**src/rtl/count_mod_n.sv**
```systemverilog
// Cascadable modulo-MOD digit counter with tick enable, up/down, load and carry output.
// Optional divided-clock output toggle_o is built only when COUNT_MOD_N_TOGGLE_EN is defined.
module count_mod_n #(
  parameter int MOD     = 10,
  parameter int WIDTH   = 4,
  parameter int RST_VAL = 0
) (
  input  logic             clk_i,
  input  logic             rst_i,
  input  logic             tick_i,
  input  logic             dir_i,
  input  logic             hold_i,
  input  logic             load_i,
  input  logic [WIDTH-1:0] lval_i,
  output logic [WIDTH-1:0] count_o,
  output logic             carry_o,
  output logic             toggle_o,
  output logic             lerr_o
);

  localparam logic [WIDTH-1:0] MAX_VAL = WIDTH'(MOD - 1);
  localparam logic [WIDTH-1:0] RST_CNT = WIDTH'(RST_VAL);

  logic [WIDTH-1:0] count_nxt;
  logic             carry_nxt;
  logic             lerr_nxt;
  logic             load_legal;

  // Widened so the legality test holds even when MOD is a power of two.
  assign load_legal = (32'(lval_i) < 32'(MOD));

  always_comb begin
    count_nxt = count_o;
    carry_nxt = 1'b0;
    lerr_nxt  = lerr_o;
    if (load_i) begin
      if (load_legal) begin
        count_nxt = lval_i;
        lerr_nxt  = 1'b0;
      end else begin
        lerr_nxt  = 1'b1;
      end
    end else if (tick_i && !hold_i) begin
      if (!dir_i) begin
        if (count_o == MAX_VAL) begin
          count_nxt = '0;
          carry_nxt = 1'b1;
        end else begin
          count_nxt = count_o + WIDTH'(1);
        end
      end else begin
        if (count_o == '0) begin
          count_nxt = MAX_VAL;
          carry_nxt = 1'b1;
        end else begin
          count_nxt = count_o - WIDTH'(1);
        end
      end
    end
  end

  always_ff @(posedge clk_i) begin
    if (rst_i) begin
      count_o <= RST_CNT;
      carry_o <= 1'b0;
      lerr_o  <= 1'b0;
    end else begin
      count_o <= count_nxt;
      carry_o <= carry_nxt;
      lerr_o  <= lerr_nxt;
    end
  end

`ifdef COUNT_MOD_N_TOGGLE_EN
  // A wrap in either direction is exactly when a carry/borrow is issued.
  logic toggle_q;

  always_ff @(posedge clk_i) begin
    if (rst_i) begin
      toggle_q <= 1'b0;
    end else if (carry_nxt) begin
      toggle_q <= ~toggle_q;
    end
  end

  assign toggle_o = toggle_q;
`else
  assign toggle_o = 1'b0;
`endif

endmodule

```
**config.mk**
```make
export PLATFORM = sky130hd
export DESIGN_NAME = count_mod_n
export DESIGN_NICKNAME = d
export VERILOG_FILES = /design/src/rtl/count_mod_n.sv
export SDC_FILE = /design/constraint.sdc
export NUM_CORES = 1
export LEC_CHECK = 0
export ABC_AREA = 1
export BUFFER_PORTS_ARGS = -buffer_cell sky130_fd_sc_hd__buf_4
export CORE_AREA = 2 2 39 41
export DETAILED_ROUTE_END_ITERATION = 6
export DIE_AREA = 0 0 41 43
export PLACE_DENSITY = 0.59
export SYNTH_ARGS = -nofsm -noshare
export SYNTH_HDL_FRONTEND = slang
export SYNTH_SLANG_ARGS = --single-unit
```
**constraint.sdc**
```tcl
create_clock -name clk_i -period 1.3 [get_ports clk_i]
set_input_delay 0.26 -clock clk_i [delete_from_list [all_inputs] [get_ports clk_i]]
set_output_delay 0.26 -clock clk_i [all_outputs]
set_load 0.03 [all_outputs]
```
Word-level counts from Yosys, hierarchy flattened

Index checks and enable logic that the tools add are counted.

Latch bits: 0
Output and inout bits: 7
Memory bits (read-only): 0
Register bits after elaboration: 6
Bits of input ports: 10
Memories: 0
Bits in writable memories: 0

Div/mod/pow operators: 0
Multiplexer cells: 10
Reductions and logical operators: 6
Shift-type cells: 0
$add $sub $neg: 2
Equality and inequality tests: 2
Bitwise gates (word level): 1
Magnitude comparators: 1
$mul: 0

Operator list:

| cell                                             | number |
|---|---|
| 2-to-1 mux 4 bit                                 | 6 |
| adder 4 x 1 -> 4 bit, second input constant      | 1 |
| == test 4 bit, second input constant             | 1 |
| zero test 4 bit                                  | 1 |
| < comparator 4 bit, second input constant        | 1 |
| 2-to-1 mux 1 bit                                 | 4 |
| subtractor 4 x 1 -> 4 bit, second input constant | 1 |
| OR reduction 3 bit                               | 1 |
| != test 2 x 1 -> 1 bit, second input constant    | 1 |
| AND reduction 2 bit                              | 1 |
| nonzero test 2 bit                               | 1 |
| logical AND 1 bit                                | 1 |
| zero test 1 bit                                  | 1 |
| inverter 1 bit                                   | 1 |

Logic depth before layout (Yosys ltp)

Gate-level depths: netlist of the first run.

Word-level depth: 5
Depth in mapped cells: 8

Worst setup path before layout of the first run

No wires, ideal clock.

Kind: flip-flop to flip-flop
Start: register count_o[2]
End: register count_o[3]
Setup slack: 0.039 ns
Required time: 1.234 ns
Stages on the path, launching flop included: 9
Library setup time: 0.066 ns
Data arrival time: 1.195 ns
Cells stage by stage: dfxtp_1 > inv_1 > nand2_1 > nor2_1 > nor2_1 > nand2_1 > nand3_1 > nand2_1 > a21oi_2

Word-level cells in the longest chain between the ends: 5
Elaborated cells on any way between the ends: 9
Those cells by class: add/sub: 2; eq/ne: 1; mux: 5; reduce/logical: 1

RTL lines:

| what                                               | line   | source |
|---|---|---|
| start: declaration                                 | 15     | `output logic [WIDTH-1:0] count_o,` |
| start signal: assignment                           | 68     | `count_o <= count_nxt;` |
| adder 4 x 1 -> 4 bit, or another cell as far along | 49     | `count_nxt = count_o + WIDTH'(1);` |
| 2-to-1 mux 4 bit (on tied branches)                | 45, 52 |  |
| 2-to-1 mux 4 bit (*)                               | 44     | `if (!dir_i) begin` |
| 2-to-1 mux 4 bit (*)                               | 43     | `end else if (tick_i && !hold_i) begin` |
| 2-to-1 mux 4 bit (*)                               | 36     | `if (load_i) begin` |

Mark *: on every way between the ends. The rest lies on a longest branch, timed or not. The select of a mux whose other input is x is not followed.
A chain may end at the register's enable or synchronous reset.

Worst setup path after layout of the first run

Start: register count_o[0]
End: output port count_o[0]

No word-level cell between the ends.

==> reports/metrics.csv, run 1 <==
stage,metric,value,unit
floorplan,I/O pin cnt,17,
synth,post-synthesis cell type count,18,
layout,area delta synth->final,36.1,%
drt,Vias/cell,4.68,
worst_hold_path,Hold Path Cell Cnt,2,
critical_path,critical-path cell list,buf_4,
global_route,first-pass GRT wire length,1630,um
clock_network,Resized Gates After CTS,0,
critical_path,CP Capture Type,output pin,
critical_path,Crit path required time,1.04,ns
clock_network,CTS Buf Count,3,
floorplan,core area,0.00138,sq mm
floorplan,Die ar.,0.00176,sq mm
synth,Synth Register Bits,6,
floorplan,die height,43,um
floorplan,Initial Util,0.306,
clock_network,CTS tree,yes,
timing,# setup viols final,0,
critical_path,flop-to-flop setup slack,0.15,ns
placement,dpl hpwl,796,um
clock_network,number of setup buffers added after CTS,0,
synth,Synth Flop Type,dfxtp_1,
critical_path,crit path DAT,0.96,ns
synth,Area contributors post-synth,"dfxtp_1 (28%), nand2_1 (18%), nand3_1 (9.5%)",
critical_path,Levels on crit path,1,
global_route,initial antenna violation count,0,
run_status,status,"finished, final reports clean",
timing,Max Transition Viols Final,0,
timing,Min Hold Slack,0.198,ns
critical_path,CP top delay family,flip-flops,
synth,post-synthesis sequential area ratio,0.284,
synth,post-synthesis adder-cell area fraction,0,
placement,DP Cell Count,101,
synth,synthesized area,423,sq um
clock_network,CTS Sinks,6,
layout,layout cell share with drive strength beyond 1,0.273,
critical_path,worst path bufs/invs,1,
drt,initial drt markers,8,
global_route,vias in the first global route,397,
synth,Post-synth ARST share,0,
timing,setup tns final,0,ns
critical_path,startpoint types,flip-flop,
power_and_ir_drop,pwr/cell area,1020,mW/mm^2
timing,max frequency,821,MHz
clock_network,Clock transition at path regs,0.04,ns
timing,post-layout min period,1.22,ns
global_route,largest net degree at the start of global routing,10,
critical_path,worst-path fanout max,8,
timing,final hold vios,0,
global_route,All-Layer GR Usage,0.137,
synth,"top cells by count, synth","nand2_1 (20), nor2_1 (10), nand3_1 (8)",
critical_path,CP startpoint,count_o[0],
clock_network,CTS hold repair buffers,0,
placement,Buffers on Ports,15,
clock_network,"Clk Latency, worst-skew pair",0.24,ns
synth,mux share of post-synthesis cell area,0,
timing,Fin Clk Skew,0.00390,ns
critical_path,worst setup path endpoint,count_o[0],
synth,Synth Area in XOR/XNOR,0.0207,
synth,share of the synthesized area in the top cell type,0.284,
clock_network,htree depth,1,
critical_path,Critical R2R Launch,count_o[0],
layout,multi-input combinational cell area,274,sq um
critical_path,slowest cell delay on critical path,0.49,ns
clock_network,CTS Root Cell,clkbuf_4,
layout,Register Area,120,sq um
drt,Routed WL,970,um
power_and_ir_drop,VDD IR max,0.461,mV
timing,RSZ-0062 raised after global routing,no,
flow_run,max-cap viol count,0,
layout,fin cells,104,
layout,fill count,154,
synth,Mapped Nets,81,
drt,antenna-violating nets left,0,
global_route,GR Overflow Total,0,
critical_path,Crit Reg-Reg Endpoint,count_o[2],
synth,simple-gate share of the synthesized area,0.438,
power_and_ir_drop,P_leak,0.284,nW
synth,Synth Area per Inst,5.96,sq um
power_and_ir_drop,total power,0.589,mW
synth,synth warn,0,
drt,Via Count,487,
critical_path,WS Path Type,reg2out,
layout,ant diodes,0,
floorplan,Die Wd,41,um
placement,gpl congestion,0.762,
worst_hold_path,hold crit path type,in2reg,
synth,"EDFF count, synth",0,
synth,leading area contributor after synthesis,dfxtp_1,
drt,DRT Pass-1 Iters,4,
clock_network,Max clock buf depth,2,
synth,largest family of logic cells by synthesized area,simple AND/OR/NAND/NOR gates,
timing,period utilisation layout,0.937,
synth,Cells after Synth,71,
critical_path,FF-to-FF path depth,6,
synth,most frequent cell after synthesis,nand2_1,
floorplan,Rows,14,
critical_path,"Slowest-stage cell, CP",dfxtp_1,
drt,DR WL/cell,9.33,um
drt,DRC errors left,0,
layout,NumNets Final,100,
synth,Synth Area in Compound Gates,0.169,
-- layer usage --
metal	up-vias	global-route usage	part of all wire
met4	0	0.0800	0.020
met2	13	0.184	0.47
met1	207	0.179	0.45
met3	4	0.0524	0.064
li1	263	-	-
met5	-	0	0
-- flip-flops by register name (all words and copies together), names as in the netlist --
signal / flops
carry_o: 1
count_o: 4
lerr_o: 1
-- layout make-up --
| cell class | count | area share |
|---|---|---|
| Clock buffer | 3 | 0.0391 |
| Sequential cell | 6 | 0.209 |
| Multi-Input combinational cell | 57 | 0.476 |
| Timing Repair Buffer | 15 | 0.196 |
| Inverter | 7 | 0.0457 |
| Tap cell | 16 | 0.0348 |
-- per-stage QoR --
step                      utilization  worst slack (ns)  area (sq um)
after floorplan                     -            0.0387           423
after global placement          0.396             0.106           548
after detailed placement        0.396             0.131           548
after CTS                       0.412             0.114           571
after global routing            0.416           0.00551           576
final                           0.416            0.0817           576
-- report_power, final --
| part | leakage [nW] | switching (mW) | total [mW] | internal [mW] |
|---|---|---|---|---|
| Combinational | 0.220 | 0.117 | 0.199 | 0.0819 |
| Sequential | 0.0495 | 0.0239 | 0.223 | 0.199 |
| Clock | 0.0138 | 0.0631 | 0.167 | 0.104 |
-- worst min path at each step --
stage / end / startpoint / slack (ns)
after floorplan: count_o[3] / rst_i / 0.32
after global placement: count_o[3] / rst_i / 0.45
after detailed placement: lerr_o / lerr_o / 0.45
after CTS: count_o[3] / rst_i / 0.20
after global routing: count_o[3] / rst_i / 0.20
final: count_o[3] / rst_i / 0.20
-- logic make-up after synthesis --
group	Yosys count
simple gates	42
other cells	1
compound gates	13
buf+inv	8
xor+xnor	1
flops	6
-- cell usage in the layout, fill, tap and decap left out --
| cell type | netlist | layout |
|---|---|---|
| a21oi_1 | 5 | 5 |
| a21oi_2 | 1 | 1 |
| buf_4 | 1 | 15 |
| clkbuf_4 | 0 | 3 |
| conb_1 | 1 | 1 |
| dfxtp_1 | 6 | 6 |
| inv_1 | 5 | 5 |
| inv_2 | 2 | 2 |
| nand2_1 | 20 | 20 |
| nand2_4 | 1 | 1 |
| nand3_1 | 8 | 8 |
| nand4_1 | 1 | 1 |
| nor2_1 | 10 | 10 |
| nor2_4 | 0 | 1 |
| o21a_1 | 1 | 1 |
| o21ai_0 | 4 | 4 |
| o21ai_1 | 2 | 2 |
| or2_4 | 1 | 1 |
| xor2_1 | 1 | 1 |
Power figures use the tool's default switching activity.
==> inputs of run 2 (changes only) <==
--- a/config.mk
+++ b/config.mk
@@ -10,6 +10,7 @@
 export CORE_AREA = 2 2 39 41
 export DETAILED_ROUTE_END_ITERATION = 6
 export DIE_AREA = 0 0 41 43
+export MAX_ROUTING_LAYER = met4
 export PLACE_DENSITY = 0.59
 export SYNTH_ARGS = -nofsm -noshare
 export SYNTH_HDL_FRONTEND = slang
==> reports/metrics.csv, run 2 (synthesis results as in run 1) <==
stage,metric,value,unit
run_status,status,"finished, final reports clean",
clock_network,CTS tree,yes,
global_route,initial antenna violation count,0,
clock_network,Resized Gates After CTS,0,
worst_hold_path,hold crit path type,in2reg,
timing,RSZ-0062 raised after global routing,no,
clock_network,Clock transition at path regs,0.04,ns
global_route,vias in the first global route,401,
drt,Routed WL,968,um
timing,max frequency,823,MHz
drt,DRT Pass-1 Iters,4,
critical_path,"Slowest-stage cell, CP",dfxtp_1,
timing,post-layout min period,1.22,ns
critical_path,crit path DAT,0.96,ns
drt,DRC errors left,0,
critical_path,flop-to-flop setup slack,0.15,ns
drt,Via Count,477,
power_and_ir_drop,P_leak,0.284,nW
timing,Min Hold Slack,0.203,ns
critical_path,FF-to-FF path depth,6,
placement,dpl ws,0.131,ns
critical_path,worst path bufs/invs,1,
critical_path,Crit Reg-Reg Endpoint,count_o[2],
clock_network,CTS Root Cell,clkbuf_4,
layout,"commonest non-fill, non-tap cell in the layout",nand2_1,
floorplan,core area,0.00138,sq mm
layout,Top reg by flops,count_o,
drt,DR WL/cell,9.31,um
clock_network,number of setup buffers added after CTS,0,
global_route,GR Overflow Total,0,
critical_path,Crit path required time,1.04,ns
global_route,largest net degree at the start of global routing,10,
timing,setup tns final,0,ns
layout,max reg flops,4,
timing,# setup viols final,0,
placement,dpl hpwl,796,um
power_and_ir_drop,VDD IR max,0.461,mV
layout,ant diodes,0,
power_and_ir_drop,total power,0.587,mW
critical_path,worst-path fanout max,8,
power_and_ir_drop,pwr/cell area,1020,mW/mm^2
critical_path,CP startpoint,count_o[0],
clock_network,CTS Buf Count,3,
critical_path,CP top delay family,flip-flops,
floorplan,Die Wd,41,um
critical_path,CP Capture Type,output pin,
layout,area delta synth->final,36.1,%
clock_network,htree depth,1,
critical_path,Levels on crit path,1,
layout,most frequent cells in the layout,"nand2_1 (20), buf_4 (15), nor2_1 (10)",
critical_path,worst setup path endpoint,count_o[0],
clock_network,CTS Sinks,6,
floorplan,Initial Util,0.306,
floorplan,Rows,14,
clock_network,Max clock buf depth,2,
floorplan,I/O pin cnt,17,
critical_path,startpoint types,flip-flop,
critical_path,WS Path Type,reg2out,
layout,NumNets Final,100,
placement,gpl congestion,0.772,
layout,layout cell share with drive strength beyond 1,0.273,
timing,final hold vios,0,
timing,period utilisation layout,0.935,
drt,Vias/cell,4.59,
clock_network,CTS hold repair buffers,0,
drt,antenna-violating nets left,0,
timing,Worst Slack Setup Final,0.0847,ns
critical_path,Critical R2R Launch,count_o[0],
layout,Top Registers,"count_o (4), carry_o (1), lerr_o (1)",
global_route,first-pass GRT wire length,1610,um
drt,initial drt markers,6,
floorplan,Die ar.,0.00176,sq mm
global_route,All-Layer GR Usage,0.140,
placement,Buffers on Ports,15,
timing,Max Transition Viols Final,0,
floorplan,die height,43,um
clock_network,"Clk Latency, worst-skew pair",0.24,ns
critical_path,slowest cell delay on critical path,0.49,ns
critical_path,critical-path cell list,buf_4,
flow_run,max-cap viol count,0,
timing,Fin Clk Skew,0.00284,ns
[run 2: cell counts in the layout (fill, tap and decap cells not counted)]
Identical to the previous run, type by type.
[run 2: worst register-to-register path: stages (launching register included)]
cell and delay [ns]:
dfxtp_1 0.39, nor2_4 0.17, nand3_1 0.10, nand2_1 0.12, nor2_1 0.06, o21ai_1 0.12, a21oi_1 0.08
[run 2: metal layers]
metal	track usage	vias to the layer above	wire length, um
met1	0.179	201	443
li1	-	263	-
met5	-	-	0
met4	0.0800	0	8
met3	0.0471	2	53
met2	0.184	11	462
[run 2: metrics by stage]
step | area (sq um) | utilization | cells
6_report | 576 | 0.416 | 104
5_1_grt | 576 | 0.416 | 104
4_1_cts | 571 | 0.412 | 104
3_5_place_dp | 548 | 0.396 | 101
3_3_place_gp | 548 | 0.396 | 101
2_1_floorplan | 423 | - | 71
[run 2: worst min path at each step]
stage	from	end	slack (ns)	cells after the start
CTS	rst_i	count_o[3]	0.20	2
global placement	rst_i	count_o[3]	0.45	2
floorplan	rst_i	count_o[3]	0.32	1
finish	rst_i	count_o[3]	0.20	2
detailed placement	lerr_o	lerr_o	0.45	2
global route	rst_i	count_o[3]	0.20	2
[run 2: final cells by class]
| class | instances | area [sq um] |
|---|---|---|
| fill | 154 | 808 |
| multi-input combinational | 57 | 274 |
| sequential | 6 | 120 |
| timing repair buffer | 15 | 113 |
| inverter | 7 | 26.3 |
| clock buffer | 3 | 22.5 |
| tap | 16 | 20.0 |
[run 2: where the power goes]
group	leakage (nW)	internal [mW]	switching [mW]
sequential	0.0495	0.199	0.0241
clock	0.0138	0.104	0.0610
combinational	0.220	0.0819	0.117
total	0.284	0.385	0.202
==> inputs of run 3 (changes only) <==
--- a/config.mk
+++ b/config.mk
@@ -12,6 +12,7 @@
 export DIE_AREA = 0 0 41 43
 export MAX_ROUTING_LAYER = met4
 export PLACE_DENSITY = 0.59
+export SETUP_SLACK_MARGIN = 0.4
 export SYNTH_ARGS = -nofsm -noshare
 export SYNTH_HDL_FRONTEND = slang
 export SYNTH_SLANG_ARGS = --single-unit
==> reports/metrics.csv, run 3 (synthesis results as in run 1) <==
stage,metric,value,unit
layout,area delta synth->final,57.7,%
power_and_ir_drop,Combinational Power Share,0.362,
timing,period utilisation layout,0.822,
global_route,GR Overflow Total,0,
clock_network,htree depth,1,
critical_path,worst-path fanout max,7,
drt,Vias/cell,4.74,
floorplan,Die Wd,41,um
timing,final hold vios,0,
critical_path,Crit path required time,1.44,ns
timing,max frequency,936,MHz
clock_network,CTS Buf Count,3,
layout,"commonest non-fill, non-tap cell in the layout",nand2_1,
placement,gpl congestion,0.754,
drt,antenna-violating nets left,0,
drt,Routed WL,1030,um
clock_network,"Clk Latency, worst-skew pair",0.25,ns
layout,multi-input combinational cell area,282,sq um
placement,dpl hpwl,794,um
layout,Register Area,138,sq um
power_and_ir_drop,Net Sw Power,0.222,mW
timing,Fin Clk Skew,0.00730,ns
critical_path,Critical R2R Launch,count_o[1],
timing,RSZ-0062 raised after global routing,yes,
placement,Buffers on Ports,15,
clock_network,Clock transition at path regs,0.05,ns
power_and_ir_drop,P_leak,0.323,nW
global_route,vias in the first global route,431,
clock_network,CTS tree,yes,
floorplan,I/O pin cnt,17,
floorplan,Initial Util,0.306,
worst_hold_path,hold crit path type,in2reg,
layout,ant diodes,0,
clock_network,CTS Sinks,6,
timing,post-layout min period,1.07,ns
global_route,initial antenna violation count,0,
placement,DP Cell Count,101,
power_and_ir_drop,sw frac,0.342,
layout,Top Registers,"count_o (4), carry_o (1), lerr_o (1)",
drt,DR WL/cell,9.34,um
clock_network,CTS hold repair buffers,0,
drt,initial drt markers,8,
worst_hold_path,Worst Hold Launch,rst_i,
layout,fill count,143,
floorplan,core area,0.00138,sq mm
layout,most frequent cells in the layout,"nand2_1 (19), buf_4 (14), nor2_1 (10)",
critical_path,CP startpoint,count_o[1],
power_and_ir_drop,pwr/cell area,971,mW/mm^2
floorplan,Rows,14,
timing,Worst Slack Setup Final,0.231,ns
floorplan,die height,43,um
flow_run,max-cap viol count,0,
placement,dpl ws,0.191,ns
run_status,status,"finished, final reports clean",
clock_network,Max clock buf depth,2,
layout,layout cell share with drive strength beyond 1,0.404,
layout,max reg flops,4,
critical_path,WS Path Type,reg2reg,
drt,Via Count,521,
placement,dpl cell area,576,sq um
global_route,largest net degree at the start of global routing,10,
clock_network,CTS Root Cell,clkbuf_4,
layout,Top reg by flops,count_o,
power_and_ir_drop,VDD IR max,0.407,mV
timing,setup tns final,0,ns
critical_path,crit path DAT,1.20,ns
power_and_ir_drop,internal power,0.426,mW
drt,DRC errors left,0,
floorplan,Die ar.,0.00176,sq mm
power_and_ir_drop,power share of the clock group,0.286,
layout,fin cells,110,
global_route,All-Layer GR Usage,0.144,
timing,# setup viols final,0,
global_route,first-pass GRT wire length,1660,um
critical_path,CP Capture Type,flip-flop,
timing,Max Transition Viols Final,0,
layout,Final Cell Area,667,sq um
drt,DRT Pass-1 Iters,4,
power_and_ir_drop,sequential share of power,0.353,
critical_path,startpoint types,flip-flop,
layout,NumNets Final,105,
==> run 3: worst paths after layout <==
check,to,slack (ns),depth (start not counted)
min,count_o[3],0.19,2
max,count_o[2],0.23,6
min reg2reg,count_o[3],0.53,2
max reg2reg,count_o[2],0.23,6
==> run 3: final cells by class <==
class / instances / share of cell area
timing repair buffer: 20 / 0.259
inverter: 7 / 0.0432
clock buffer: 4 / 0.0394
sequential: 6 / 0.206
tap: 16 / 0.0300
multi-input combinational: 57 / 0.422
==> run 3: stage by stage <==
stage	hold WS [ns]	util	power, mW
6_report	0.194	0.482	0.647
5_1_grt	0.180	0.482	0.702
4_1_cts	0.190	0.474	0.649
3_5_place_dp	0.443	0.416	0.433
3_3_place_gp	0.442	0.416	0.434
2_1_floorplan	0.313	-	0.366
==> run 3: timing repair <==
action | 4_1_cts | 5_1_grt
hold endpoints to repair | 0 | 0
setup buffers | 4 | 1
resized for setup | 8 | 3
setup endpoints to repair | 10 | 11
pin swaps | 9 | 5
==> run 3: worst max-delay path: stages, from the launching register on <==
cell and delay (ns):
dfxtp_4 0.37, nor2_4 0.16, nand3_2 0.10, nand2_2 0.08, nor2_1 0.04, o21ai_1 0.13
a21oi_1 0.08
==> run 3: power by group through the flow <==
stage,combinational (mW),sequential (mW),clock [mW]
after global placement,0.205,0.229,0
after detailed placement,0.205,0.228,0
after floorplan,0.114,0.252,0
after CTS,0.231,0.227,0.191
final,0.234,0.228,0.185
after global routing,0.258,0.232,0.212
==> run 3: metal layers <==
layer | GRT usage | share of wire | vias to the layer above
li1 | - | - | 275
met1 | 0.164 | 0.45 | 226
met5 | - | 0 | -
met2 | 0.213 | 0.47 | 18
met4 | 0.0800 | 0.0097 | 0
met3 | 0.0471 | 0.068 | 2
